[src/rtl/echo_pkg.sv]
// rtl/echo_pkg.sv - shared types and constants for the echo delay-line sequencer
package echo_pkg;

  // Default FIFO address width; the delay line holds up to 2**AW samples
  localparam int ECHO_AW = 10;

  // Converter offsets used by the surrounding echo datapath
  localparam logic [9:0] ADC_OFFSET = 10'h181;
  localparam logic [9:0] DAC_OFFSET = 10'h200;

  // Sequencer states: clear the FIFO, fill it to the delay length, then stream
  typedef enum logic [1:0] {
    ST_CLEAR = 2'd0,
    ST_PRIME = 2'd1,
    ST_RUN   = 2'd2
  } echo_state_t;

endpackage

[src/rtl/echo_tick_sync.sv]
// rtl/echo_tick_sync.sv - synchronise ADC data_valid and emit one tick per rising edge
module echo_tick_sync (
  input  logic sysclk,
  input  logic rst,
  input  logic data_valid,
  output logic tick
);

  logic sync_a;
  logic sync_b;
  logic sync_b_d;

  // Two-flop synchroniser, a delayed copy for edge detection, and a registered rising-edge pulse
  always_ff @(posedge sysclk) begin
    if (rst) begin
      sync_a   <= 1'b0;
      sync_b   <= 1'b0;
      sync_b_d <= 1'b0;
      tick     <= 1'b0;
    end else begin
      sync_a   <= data_valid;
      sync_b   <= sync_a;
      sync_b_d <= sync_b;
      tick     <= sync_b & ~sync_b_d;
    end
  end

endmodule

[src/rtl/echo_delay_ctrl.sv]
// rtl/echo_delay_ctrl.sv - primes the echo delay FIFO and issues lock-step write/read requests
module echo_delay_ctrl
  import echo_pkg::*;
#(
  parameter int AW            = ECHO_AW,
  parameter int DEFAULT_DELAY = 1000
) (
  input  logic          sysclk,
  input  logic          rst,
  input  logic          data_valid,
  input  logic [AW-1:0] delay_len,
  input  logic          delay_load,
  input  logic          fifo_full,
  input  logic          fifo_empty,
  output logic          sample_tick,
  output logic          wrreq,
  output logic          rdreq,
  output logic          fifo_sclr,
  output logic          echo_en,
  output logic          priming,
  output logic          overrun
);

  echo_state_t   state;
  logic [AW-1:0] delay_reg;
  logic [AW-1:0] fill_cnt;
  logic [AW-1:0] fill_nxt;
  logic          tick;

  echo_tick_sync u_tick_sync (
    .sysclk     (sysclk),
    .rst        (rst),
    .data_valid (data_valid),
    .tick       (tick)
  );

  // The synchroniser output is already a register, so it serves directly as the datapath enable
  assign sample_tick = tick;

  // fill_cnt stays below delay_reg while priming, so this increment cannot wrap
  assign fill_nxt = fill_cnt + AW'(1);

  // Sequencer: a delay change or reset always restarts from a cleared FIFO; a load beats a same-cycle tick
  always_ff @(posedge sysclk) begin
    if (rst) begin
      state     <= ST_CLEAR;
      delay_reg <= AW'(DEFAULT_DELAY);
      fill_cnt  <= '0;
      wrreq     <= 1'b0;
      rdreq     <= 1'b0;
      fifo_sclr <= 1'b1;
      echo_en   <= 1'b0;
      priming   <= 1'b0;
      overrun   <= 1'b0;
    end else begin
      wrreq     <= 1'b0;
      rdreq     <= 1'b0;
      fifo_sclr <= 1'b0;
      if (delay_load) begin
        delay_reg <= (delay_len == '0) ? AW'(1) : delay_len;
        state     <= ST_CLEAR;
        fifo_sclr <= 1'b1;
        fill_cnt  <= '0;
        echo_en   <= 1'b0;
        priming   <= 1'b0;
      end else begin
        case (state)
          ST_CLEAR: begin
            fill_cnt <= '0;
            echo_en  <= 1'b0;
            priming  <= 1'b1;
            state    <= ST_PRIME;
          end
          ST_PRIME: begin
            if (tick) begin
              if (fifo_full) begin
                overrun <= 1'b1;
              end else begin
                wrreq    <= 1'b1;
                fill_cnt <= fill_nxt;
                if (fill_nxt == delay_reg) begin
                  state   <= ST_RUN;
                  priming <= 1'b0;
                  echo_en <= 1'b1;
                end
              end
            end
          end
          ST_RUN: begin
            if (tick) begin
              if (fifo_full) overrun <= 1'b1;
              else           wrreq   <= 1'b1;
              if (fifo_empty) overrun <= 1'b1;
              else            rdreq   <= 1'b1;
            end
          end
          default: begin
            state     <= ST_CLEAR;
            fifo_sclr <= 1'b1;
            fill_cnt  <= '0;
            echo_en   <= 1'b0;
            priming   <= 1'b0;
          end
        endcase
      end
    end
  end

endmodule

[config.mk]
export PLATFORM = sky130hd
export DESIGN_NAME = echo_delay_ctrl
export DESIGN_NICKNAME = d
export VERILOG_FILES = /design/src/rtl/echo_pkg.sv /design/src/rtl/echo_tick_sync.sv /design/src/rtl/echo_delay_ctrl.sv
export SDC_FILE = /design/constraint.sdc
export NUM_CORES = 1
export LEC_CHECK = 0
export CORE_MARGIN = 2
export CORE_UTILIZATION = 53
export DETAILED_ROUTE_END_ITERATION = 16
export PLACE_DENSITY = 0.77
export SLEW_MARGIN = 30
export SYNTH_ARGS = -nofsm -noshare
export SYNTH_HDL_FRONTEND = slang
export SYNTH_SLANG_ARGS = --single-unit
[constraint.sdc]
create_clock -name sysclk -period 2.6 [get_ports sysclk]
set_input_delay 0.26 -clock sysclk [delete_from_list [all_inputs] [get_ports sysclk]]
set_output_delay 0.26 -clock sysclk [all_outputs]
set_load 0.005 [all_outputs]
---- Word level (Yosys, flattened, before mapping) ----
Index checks and enable logic that the tools add are counted.
storage, ports and cells
  register bits after elaboration ......... 32
  bits of input ports ..................... 16
cells by class
  $add $sub $neg .......................... 1
  equal/unequal tests ..................... 7
  mux-type cells .......................... 24
  bitwise operators ....................... 6
  reductions and logical operators ........ 11
operator list
  cell                                                                     number
  10-bit 2-to-1 mux                                                        3
  10-bit case mux with 2 select lines                                      1
  1-bit 2-to-1 mux                                                         13
  10-bit by 1-bit adder with 10-bit output, second input constant          1
  10-bit equality test                                                     1
  10-bit zero test                                                         1
  4-bit AND reduction                                                      2
  4-bit OR reduction                                                       2
  2-bit 2-to-1 mux                                                         3
  2-bit case mux with 3 select lines                                       1
  1-bit inverter                                                           5
  2-bit by 1-bit inequality test with 1-bit output, second input constant  2
  2-bit inequality test, second input constant                             2
  1-bit case mux with 2 select lines                                       2
  2-bit OR reduction                                                       2
  1-bit case mux with 3 select lines                                       1
  3-bit AND reduction                                                      1
  3-bit OR reduction                                                       1
  2-bit by 1-bit equality test with 1-bit output, second input constant    1
  2-bit equality test, second input constant                               1
  2-bit zero test                                                          1
  2-bit nonzero test                                                       1
  1-bit bitwise AND                                                        1

---- Depth between registers and ports, before layout ----
  depth in word-level cells ............... 6
  mapped depth ............................ 8
  gate-level depth less buffers ........... 7

---- Cells and area by module ----
Synthesis repeated with hierarchy kept, for this count alone.
unflattened totals
  cell total of the unflattened synthesis .. 180
  area total of the unflattened synthesis .. 1570.3 µm²
modules (own cells, without submodules)
  module           times used  cells each  area each (µm²)  seq. area each (µm²)
  echo_delay_ctrl  1           172         1458.9           520.5
  echo_tick_sync   1           8           111.4            80.1

---- Least setup slack after synthesis ----
No wires, ideal clock.
  kind .................................... flip-flop to flip-flop
  from .................................... reg fill_cnt[0]
  to ...................................... reg priming
  library setup time ...................... 72 ps
  arrival ................................. 1997 ps
  required time ........................... 2528 ps
  path slack .............................. 531 ps
  stages on the path, launching flop included .. 9
  buffers on the path ..................... 1
  period minus slack after synthesis ...... 2069 ps
  cell sequence ........................... dfxtp_1 ha_1 buf_4 xnor2_1 nor4_2 o32ai_1 or4_4 o32ai_2 mux2i_1
on the way
  longest elaborated chain between the ends .. 4
RTL lines
  element                                   line                    text
  start, declared                           echo_delay_ctrl.sv:26   logic [AW-1:0] fill_cnt;
  start signal, assigned                    echo_delay_ctrl.sv:80   fill_cnt <= fill_nxt;
  10-bit by 1-bit adder with 10-bit output  echo_delay_ctrl.sv:41   assign fill_nxt = fill_cnt + AW'(1);
  10-bit equality test                      echo_delay_ctrl.sv:81   if (fill_nxt == delay_reg) begin
  2-bit inequality test (no source line)    --
  4-bit AND reduction (no source line)      --
  end signal, assigned                      echo_delay_ctrl.sv:53   priming <= 1'b0;
  end signal, assigned                      echo_delay_ctrl.sv:83   priming <= 1'b0;
  end signal, assigned                      echo_delay_ctrl.sv:102  priming <= 1'b0;
  end, declared                             echo_delay_ctrl.sv:20   output logic priming,
No other way between the ends.
A chain may end at the register's enable or synchronous reset.

---- Worst setup path after layout ----
  from .................................... reg fill_cnt[1]
  to ...................................... reg priming
The elaborated chain is that of the path after synthesis.

==> qor.yml <==
clock_tree:
  postCtsSetupBuffers: 0
  clk_latency_ns: 0.33
  cts_buffers: 5
  htreeDepth: 2
  clockBufferDepth: 2
  hold_buffers: 0
  clkSlewWorstSetupHoldPaths_ns: 0.09
  root_buffer: "clkbuf_4"
  cts_tree: "yes"
  ctsResizeCount: 0
  clock-sinks: 30
critical_path:
  cp.required_ns: 2.86
  start_kind: "register"
  r2r_slack_ns: 0.12
  end_kind: "register"
  critPathKind: "register to register"
  cp.arrival_ns: 2.74
  path_max_fanout: 10
layout:
  layout-drive-gt1-share_pct: 9.13
  finalNonFillerCells: 241
  area_growth_pct: 18.0
  antenna_cells: 0
  final_nets: 228
  final_common_cell: "dfxtp_1"
  layout_common_cells: "dfxtp_1 (30), clkdlybuf4s50_1 (22), nor2_1 (20), nor2b_1 (12), a21oi_1 (12)"
detailed_routing:
  drt_iter0_markers: 84
  post-route-drc-count: 0
  firstDrtPassIters: 4
  vias: 1485
  vias_per_cell: 6.16
  wire_per_inst_um: 15.1
  routed_wl_um: 3650
  ant_nets: 0
floorplan:
  num_rows: 20
  dieArea_mm2: 0.00350
  die_w_um: 59.1
  io_pins: 23
  coreArea_mm2: 0.00298
  dieHeight_um: 59.1
  start_util_pct: 54.1
synth:
  synth_area_per_cell_um2: 8.66
  yosysSeqAreaShare_pct: 37.3
  postSynthCellCount: 186
  syn_area_mm2: 0.00161
  yosysWarnings: 0
  yosysUniqueCellTypes: 42
  ys_seq_elements: 30
  syn_nets: 207
timing:
  rsz0062_at_grt: "no"
  hold_viol: 0
  skew_ns: 0.00547
  fin_setup_tns_ns: 0
  period_share_pct: 95.4
  worstMarginPinSlew_ns: 0.419
  layout_min_cycle_time_ns: 2.48
  fmax_mhz: 403
  slew_headroom_pct: 72.1
  setup_viol: 0
  drv_slew: 0
power_and_ir_drop:
  powerDensity_mw_per_mm2: 465
  worst_ir_drop_vdd_v: 0.000373
  p_leak_nw: 0.687
global_routing:
  antenna_found_initial: 0
  gr-total-overflow: 0
  track_usage_pct: 23.2
  grt_pass1_vias: 1439
  grt_max_degree: 21
  grt_pass1_wl_um: 6150
place:
  globalplace.congestion: 0.897
  numPortBuffers: 22
  placedCellCount: 233
  dpl.hpwl_um: 2730
flow_run:
  cap_violations: 0
worst_hold_path:
  hp-class: "register to register"
status:
  outcome: "completed"
==> where the power goes <==
part / switching (mW) / internal [mW] / total (mW)
clock: 0.161 / 0.131 / 0.292
sequential: 0.0136 / 0.474 / 0.488
combinational: 0.0474 / 0.0582 / 0.106
total: 0.222 / 0.664 / 0.885
==> synthesized netlist by cell type, drive strengths merged <==
| cell type | n | area, um2 |
|---|---|---|
| a211o | 6 | 52.6 |
| a211oi | 3 | 22.5 |
| a21o | 1 | 7.51 |
| a21oi | 12 | 60.1 |
| a22oi | 1 | 7.51 |
| a311oi | 1 | 8.76 |
| a31oi | 4 | 25.0 |
| and2 | 2 | 12.5 |
| and3 | 3 | 23.8 |
| and4 | 2 | 17.5 |
| buf | 7 | 42.5 |
| clkbuf | 5 | 18.8 |
| dfxtp | 30 | 601 |
| ha | 5 | 62.6 |
| inv | 3 | 11.3 |
| mux2 | 1 | 11.3 |
| mux2i | 4 | 40.0 |
| nand2 | 8 | 30.0 |
| nand2b | 1 | 6.26 |
| nand3 | 5 | 35.0 |
| nand3b | 1 | 7.51 |
| nand4 | 4 | 25.0 |
| nor2 | 20 | 75.1 |
| nor2b | 12 | 75.1 |
| nor3 | 4 | 20.0 |
| nor3b | 2 | 15.0 |
| nor4 | 5 | 37.5 |
| o21a | 4 | 30.0 |
| o21ai | 8 | 40.0 |
| o22ai | 1 | 6.26 |
| o311ai | 2 | 17.5 |
| o32ai | 2 | 25.0 |
| or2 | 1 | 6.26 |
| or3 | 3 | 18.8 |
| or4 | 1 | 11.3 |
| xnor2 | 7 | 61.3 |
| xor2 | 5 | 43.8 |
==> critical path, stage by stage, from the launching register on <==
cell and delay (ns):
dfxtp_1 0.50, ha_1 0.41, nor3b_1 0.25, o21a_1 0.16
o32ai_1 0.09, or4_4 0.55, o32ai_2 0.24, mux2i_1 0.21
==> final cells by class <==
type / instances / area (um2)
clock inverters: 1 / 5.00
flip-flops and latches: 30 / 601
well taps: 33 / 41.3
fillers: 263 / 1080
repair buffers: 26 / 250
clock buffers: 7 / 55.1
inverters: 3 / 11.3
multi-input cells: 141 / 938
==> final timing paths <==
check,from,endpoint,cells past startpoint
setup / recovery,fill_cnt[1],priming,7
hold / removal,u_tick_sync.sync_b_d,u_tick_sync.tick,1
setup reg to reg,fill_cnt[1],priming,7
hold reg to reg,u_tick_sync.sync_b_d,u_tick_sync.tick,1
==> routing by layer <==
layer / up-vias / global-route usage [%] / wire (um)
li1: 716 / - / -
met2: 64 / 37.5 / 1800
met3: 9 / 6.99 / 249
met4: 0 / 11.4 / 56
met5: - / 0 / 0
met1: 696 / 28.0 / 1540
==> per-stage QoR <==
step / hold WS (ns) / power (mW) / area, um2 / util, % / setup WS (ns)
6_report: 0.397 / 0.885 / 1900 / 63.9 / 0.119
5_1_grt: 0.398 / 0.935 / 1900 / 63.9 / 0.0133
4_1_cts: 0.400 / 0.889 / 1900 / 63.9 / 0.150
3_5_place_dp: 0.388 / 0.603 / 1840 / 61.8 / 0.192
3_3_place_gp: 0.372 / 0.598 / 1840 / 61.8 / 0.342
2_1_floorplan: 0.332 / 0.554 / 1610 / - / 0.531
==> logic make-up after synthesis <==
kind of cell,synth area share (%)
simple gates,25.9
fa+ha+maj,3.88
mux,3.18
xor+xnor,6.52
compound gates,18.8
flops,37.3
buf+inv,4.50
(Power assumes the default switching activity.)
